$ cat src/rtl/mult_seq_ctrl.sv
// Multi-cycle unsigned WIDTH x WIDTH -> 2*WIDTH shift-add multiplier controller.
// One ripple adder is reused across WIDTH iterations; HI/LO hold the product.
module mult_seq_ctrl #(
    parameter int WIDTH = 32,
    parameter int CNT_W = 5
) (
    input  logic             clk,
    input  logic             rst_n,
    input  logic             start,
    input  logic             abort,
    input  logic [WIDTH-1:0] multiplicand,
    input  logic [WIDTH-1:0] multiplier,
    output logic             busy,
    output logic             done,
    output logic [WIDTH-1:0] hi,
    output logic [WIDTH-1:0] lo
);

    typedef enum logic [1:0] {
        S_IDLE,
        S_RUN,
        S_DONE
    } state_t;

    localparam logic [CNT_W-1:0] LAST_ITER = CNT_W'(WIDTH - 1);

    state_t           state_q, state_d;
    logic [WIDTH-1:0] hi_q, hi_d;
    logic [WIDTH-1:0] lo_q, lo_d;
    logic [WIDTH-1:0] mcand_q, mcand_d;
    logic [CNT_W-1:0] count_q, count_d;

    logic [WIDTH-1:0] add_b;
    logic [WIDTH-1:0] add_sum;
    logic             add_cout;

    // Ripple-carry adder with carry-in tied to 0; it only ever adds the
    // multiplicand (or zero) onto the running upper half.
    always_comb begin : adder_32bit_i
        logic carry;
        add_b   = lo_q[0] ? mcand_q : '0;
        add_sum = '0;
        carry   = 1'b0;
        for (int i = 0; i < WIDTH; i++) begin
            add_sum[i] = hi_q[i] ^ add_b[i] ^ carry;
            carry      = (hi_q[i] & add_b[i]) | (carry & (hi_q[i] ^ add_b[i]));
        end
        add_cout = carry;
    end

    // NOTE: every signal driven here gets a default first, so no path can
    // leave one unassigned and infer a latch.
    always_comb begin
        state_d = state_q;
        hi_d    = hi_q;
        lo_d    = lo_q;
        mcand_d = mcand_q;
        count_d = count_q;

        unique case (state_q)
            S_IDLE: begin
                if (start && !abort) begin
                    state_d = S_RUN;
                    hi_d    = '0;
                    lo_d    = multiplier;
                    mcand_d = multiplicand;
                    count_d = '0;
                end
            end

            S_RUN: begin
                if (abort) begin
                    state_d = S_IDLE;
                    hi_d    = '0;
                    lo_d    = '0;
                    count_d = '0;
                end else begin
                    // Carry-out lands in hi[MSB]: a 65-bit right shift by one.
                    {hi_d, lo_d} = {add_cout, add_sum, lo_q[WIDTH-1:1]};
                    count_d      = count_q + CNT_W'(1);
                    if (count_q == LAST_ITER) begin
                        state_d = S_DONE;
                    end
                end
            end

            S_DONE: begin
                state_d = S_IDLE;
                if (start && !abort) begin
                    state_d = S_RUN;
                    hi_d    = '0;
                    lo_d    = multiplier;
                    mcand_d = multiplicand;
                    count_d = '0;
                end
            end

            default: begin
                state_d = S_IDLE;
            end
        endcase
    end

    // NOTE: sequential state is updated with non-blocking assignments so all
    // registers see pre-edge values of each other.
    always_ff @(posedge clk or negedge rst_n) begin
        if (!rst_n) begin
            state_q <= S_IDLE;
            hi_q    <= '0;
            lo_q    <= '0;
            mcand_q <= '0;
            count_q <= '0;
        end else begin
            state_q <= state_d;
            hi_q    <= hi_d;
            lo_q    <= lo_d;
            mcand_q <= mcand_d;
            count_q <= count_d;
        end
    end

    assign busy = (state_q == S_RUN);
    assign done = (state_q == S_DONE);
    assign hi   = hi_q;
    assign lo   = lo_q;

endmodule

$ cat config.mk
export PLATFORM = sky130hd
export DESIGN_NAME = mult_seq_ctrl
export DESIGN_NICKNAME = d
export VERILOG_FILES = /design/src/rtl/mult_seq_ctrl.sv
export SDC_FILE = /design/constraint.sdc
export NUM_CORES = 1
export LEC_CHECK = 0
export CAP_MARGIN = 10
export CORE_MARGIN = 1.5
export CORE_UTILIZATION = 53
export DETAILED_ROUTE_END_ITERATION = 10
export PLACE_DENSITY = 0.9
export SYNTH_ARGS = -nofsm -noshare
export SYNTH_HDL_FRONTEND = slang
export SYNTH_SLANG_ARGS = --single-unit
$ cat constraint.sdc
create_clock -name clk -period 40.2 [get_ports clk]
set_input_delay 10.05 -clock clk [delete_from_list [all_inputs] [get_ports clk]]
set_output_delay 10.05 -clock clk [all_outputs]
set_load 0.01 [all_outputs]
Word level (Yosys, flattened, before mapping)
Index checks and enable logic that the tools add are counted.
- muxes and demuxes: 15
- add/subtract/negate cells: 1
- order comparisons: 0
- $mul: 0
- reduce and logical (&&, ||, !) cells: 8
- shifts and indexed selects: 0
- bitwise logic cells: 157
- eq/ne operators: 6
- div/mod/pow operators: 0
- operators with widths (operator ; count):
    two-way mux 32 bit ; 5
    case mux 32 bit (2 select lines) ; 2
    AND 1 bit ; 63
    bitwise XOR 1 bit ; 63
    OR 1 bit ; 31
    two-way mux 5 bit ; 2
    case mux 5 bit (2 select lines) ; 1
    two-way mux 2 bit ; 3
    case mux 2 bit (3 select lines) ; 1
    AND reduction 2 bit ; 3
    adder 5 x 1 -> 5 bit, second input constant ; 1
    == test 5 bit, second input constant ; 1
    inequality test 3 x 2 -> 1 bit, second input constant ; 1
    == test 2 x 1 -> 1 bit, second input constant ; 1
    == test 2 bit, second input constant ; 1
    logical NOT 2 bit ; 1
    inequality test 2 x 1 -> 1 bit, second input constant ; 1
    inequality test 2 bit, second input constant ; 1
    nonzero test 2 bit ; 1
    OR reduction 2 bit ; 1
    logical AND 1 bit ; 1
    logical NOT 1 bit ; 1
    two-way mux 1 bit ; 1
- bits in latches: 0
- logic and storage cells: 192
- output and inout bits: 66
- RAM bits: 0
- bits in read-only memories: 0
- bits in registers: 103
- bits of input ports: 68
- memories kept: 0

Logic depth before layout (Yosys ltp)
- word-level depth: 66
- depth in mapped cells: 37

Least setup slack after synthesis
No wires, ideal clock.
- path kind: flip-flop to flip-flop
- start: register lo_q[0] (netlist: lo[0])
- end: register hi_q[30] (netlist: hi[30])
- arrival: 13.725 ns
- cell stages (with the launch flop): 37
- path buffers: 1
- slack: 26.353 ns
- cell sequence: dfrtp_1 -> clkbuf_1 -> nand2_1 -> fa_1 -> fa_1 -> fa_1 -> fa_1 -> fa_1 -> fa_1 -> fa_1 -> fa_1 -> fa_1 -> fa_1 -> fa_1 -> fa_1 -> fa_1 -> fa_1 -> fa_1 -> fa_1 -> fa_1 -> fa_1 -> fa_1 -> fa_1 -> fa_1 -> fa_1 -> fa_1 -> fa_1 -> fa_1 -> fa_1 -> fa_1 -> fa_1 -> fa_1 -> inv_1 -> fa_1 -> inv_1 -> fa_1 -> o2bb2ai_1
- longest elaborated chain between the ends: 65
- elaborated cells between the ends (all ways): 126
- classes of those cells: mux: 3; bitwise: 123
- ends and longest elaborated chain (what ; line ; RTL):
    from (decl) ; 29 ; logic [WIDTH-1:0] lo_q, lo_d;
    from (signal assigned) ; 116 ; lo_q <= lo_d;
    two-way mux 32 bit * ; 41 ; add_b = lo_q[0] ? mcand_q : '0;
    AND 1 bit / bitwise XOR 1 bit (equally long branches) ; 46 ; carry = (hi_q[i] & add_b[i]) | (carry & (hi_q[i] ^ add_b[i]));
    AND 1 bit ; 46 ;
    OR 1 bit ; 46 ;
    AND 1 bit ; 46 ;
    OR 1 bit ; 46 ;
    AND 1 bit ; 46 ;
    OR 1 bit ; 46 ;
    [49 not listed] ; -- ;
    OR 1 bit ; 46 ;
    AND 1 bit ; 46 ;
    OR 1 bit ; 46 ;
    AND 1 bit ; 46 ;
    OR 1 bit ; 46 ;
    bitwise XOR 1 bit * ; 45 ; add_sum[i] = hi_q[i] ^ add_b[i] ^ carry;
    two-way mux 32 bit * ; 72 ; if (abort) begin
    case mux 32 bit (2 select lines) * ; 60 ; unique case (state_q)
    to (signal assigned) ; 115 ; hi_q <= hi_d;
    to (decl) ; 28 ; logic [WIDTH-1:0] hi_q, hi_d;
Mark *: on every way between the ends. The rest lies on a longest branch, timed or not.
A chain may end at the register's enable or synchronous reset.

Final worst setup path
Same ends and word-level chain as after synthesis.

==> run_results.csv <==
group,metric,value,unit
outcome,status,"finished clean",
sta,finClkSkew,0.005306,ns
worst_setup_path,crit_path_max_fanout,34,
logic_synthesis,syn_area,0.005336,mm2
sta,hold_viol_final,0,
pwr,total_power,0.0003636,W
pwr,p_per_area,52.78,mW/mm2
logic_synthesis,syn_inst,449,
clock_network,htree_levels,3,
drt,drt_first_pass_iters,4,
worst_setup_path,crit_family,"adder cells",
clock_network,clkTransAtPathRegs,0.09,ns
die,rows,36,
logic_synthesis,synth_top_cell_by_area,"dfrtp_1",
worst_setup_path,cp.required,40.41,ns
pwr,p_leak,2.694,nW
die,die_area,0.01068,mm2
drt,viasPerCell,5.392,
worst_setup_path,critPathLaunchType,"register",
drt,wirelength,12030,um
worst_setup_path,cp_num_buf_inv,4,
final_layout,final_area,0.006889,mm2
placed_design,place_ws,25.65,ns
clock_network,clock_latency,0.36,ns
sta,rsz0062_at_grt,"no",
drt,wl_per_cell,17.09,um
worst_setup_path,critPathSlowestCell,"fa_1",
logic_synthesis,yosysWarnings,0,
global_route,grt_pass1_vias,3972,
global_route,antenna_found_initial,0,
final_layout,drive_gt1_share,15.94,%
sta,drv_slew,0,
logic_synthesis,synth_top_area_share,48.30,%
die,coreArea,0.009774,mm2
die,die-height,103.3,um
final_layout,nets,668,
worst_hold_path,min_path_type,"register to register",
global_route,overflow,0,
sta,setup_tns,0,ns
worst_setup_path,criticalPathCategory,"register to register",
sta,fin_crit,14.48,ns
worst_setup_path,max_stage_delay,0.50,ns
logic_synthesis,ys_ff_latch,103,
global_route,grt_start_max_net_pins,67,
clock_network,ctsResizeCount,0,
drt,drt_iter0_markers,157,
clock_network,cts-buffers-inserted,9,
worst_setup_path,endpoint_kind,"register",
placed_design,dpl_cell_area,0.006638,mm2
clock_network,clock_sinks,103,
die,start_util,54.60,%
drt,ant_nets,0,
worst_setup_path,cp.arrival,14.69,ns
sta,fmax,69.08,MHz
placed_design,io_buffers,133,
global_route,grt_pass1_wl,19150,um
clock_network,hold_buffers,0,
sta,period_share,36.01,%
drt,num_vias,3796,
logic_synthesis,ys_top_cells_by_area,"dfrtp_1 48%, fa_1 12%, mux2_2 6.8%, o22ai_2 6.6%, a21oi_1 6.0%",
drt,drcViolationCount,0,
logic_synthesis,ys_types,31,
placed_design,dp_hpwl,8456,um
die,die_w,103.3,um
logic_synthesis,syn_area_per_cell,11.89,um2
placed_design,place.gp.congestion,0.7719,
worst_setup_path,worst_path_most_repeated_cell,"fa_1",
die,ios,134,
logic_synthesis,yosysSeqAreaShare,48.30,%
final_layout,antennaDiodeCount,0,
final_layout,syn2layout_area_growth,29.10,%
flow_run,cap_violations,0,
global_route,grt_use_total,23.67,%
logic_synthesis,synthesis.nets,551,
clock_network,cts_tree,"yes",
clock_network,post_cts.repair.setup_buffers,0,
clock_network,cts_max_path_buffers,2,
pwr,peakVddDrop,0.02691,mV
clock_network,cts_root_buffer,"clkbuf_8",
sta,tightest_slew,1.208,ns
sta,setup_slack,25.72,ns
sta,setup_viol,0,
sta,slew_headroom,19.48,%
## cell type report
cell class                 count  area (um2)
clock inverter                 3       65.06
inverter                      33       123.9
multi-input combinational    280        2404
sequential                   103        2577
tap                          133       166.4
fill                         692        2885
timing repair buffer         139        1394
clock buffer                  13       158.9
## metrics by stage
stage               hold WS (ns)  std cells  utilization [%]
floorplan                 0.4728        449                -
global placement          0.4823        687            67.91
detailed placement        0.4950        687            67.91
CTS                       0.5154        703            70.20
global route              0.5343        704            70.48
finish                    0.5106        704            70.48
## final timing paths
kind	end	startpoint	cells after the start	slack, ns
max reg2reg	hi[30]$_DFFE_PN0P_	lo[0]$_DFFE_PN0P_	38	25.72
min	mcand_q[0]$_DFFE_PN0P_	mcand_q[0]$_DFFE_PN0P_	1	0.51
max	hi[30]$_DFFE_PN0P_	lo[0]$_DFFE_PN0P_	38	25.72
min reg2reg	mcand_q[0]$_DFFE_PN0P_	mcand_q[0]$_DFFE_PN0P_	1	0.51
min in group asynchronous	mcand_q[20]$_DFFE_PN0P_	rst_n	1	9.68
max in group asynchronous	mcand_q[13]$_DFFE_PN0P_	rst_n	2	29.38
## registers in the layout, indices dropped and copies added (netlist names)
name / cells
hi: 32
lo: 32
mcand_q: 32
count_q: 5
state_q: 2
## cell usage in the layout, fill, tap and decap left out, types with 6 or more instances in the layout
cell type,netlist,routed
a21oi_1,64,64
buf_4,1,6
clkbuf_8,0,11
clkdlybuf4s50_1,0,132
dfrtp_1,103,103
fa_1,31,31
inv_1,33,33
mux2_2,32,32
nand2_1,31,31
nor2b_1,35,33
nor3_1,32,32
o22ai_2,28,28
## power breakdown
| group | switching, W | internal [W] |
|---|---|---|
| combinational | 0.0000672 | 0.0000763 |
| clock | 0.0000340 | 0.0000385 |
| sequential | 0.0000192 | 0.000128 |
| total | 0.000120 | 0.000243 |
## worst reg2reg max path, delay by kind of cell (launching register included)
kind / cells / cell delay (ns)
flops: 1 / 0.33
fa+ha+maj: 32 / 13.27
buf+inv: 4 / 0.49
simple gates: 1 / 0.18
compound gates: 1 / 0.06
## per-layer routing
layer	global-route usage, %	part of all wire [%]
met1	29.25	40
met4	10.29	2.2
met3	4.032	4.6
met5	0	0
met2	41.13	53
## cell families after synthesis
kind of cell / count (synthesis) / share of synthesized area (%)
AO/OA/AOI/OAI: 101 / 13.97
adder cells (fa/ha/maj): 34 / 12.33
buffers and inverters: 66 / 6.753
flip-flops: 103 / 48.30
multiplexers: 33 / 7.175
AND/OR/NAND/NOR: 112 / 11.47
## synth_stat cells
cell	n
a211o_1	2
a21oi_1	64
a22o_1	2
and2_1	3
and3_1	2
buf_2	9
buf_4	1
buf_6	13
clkbuf_1	10
dfrtp_1	103
fa_1	31
ha_1	3
inv_1	33
mux2_2	32
mux2i_4	1
nand2_1	31
nand3_1	1
nor2_1	1
nor2b_1	35
nor3_1	32
nor3_2	1
nor3b_1	1
nor3b_2	2
nor3b_4	1
o21ai_0	1
o21bai_2	1
o22ai_1	1
o22ai_2	28
o2bb2ai_1	2
or2_1	1
or3b_1	1
Note: power is estimated with default switching activity, not from simulation.
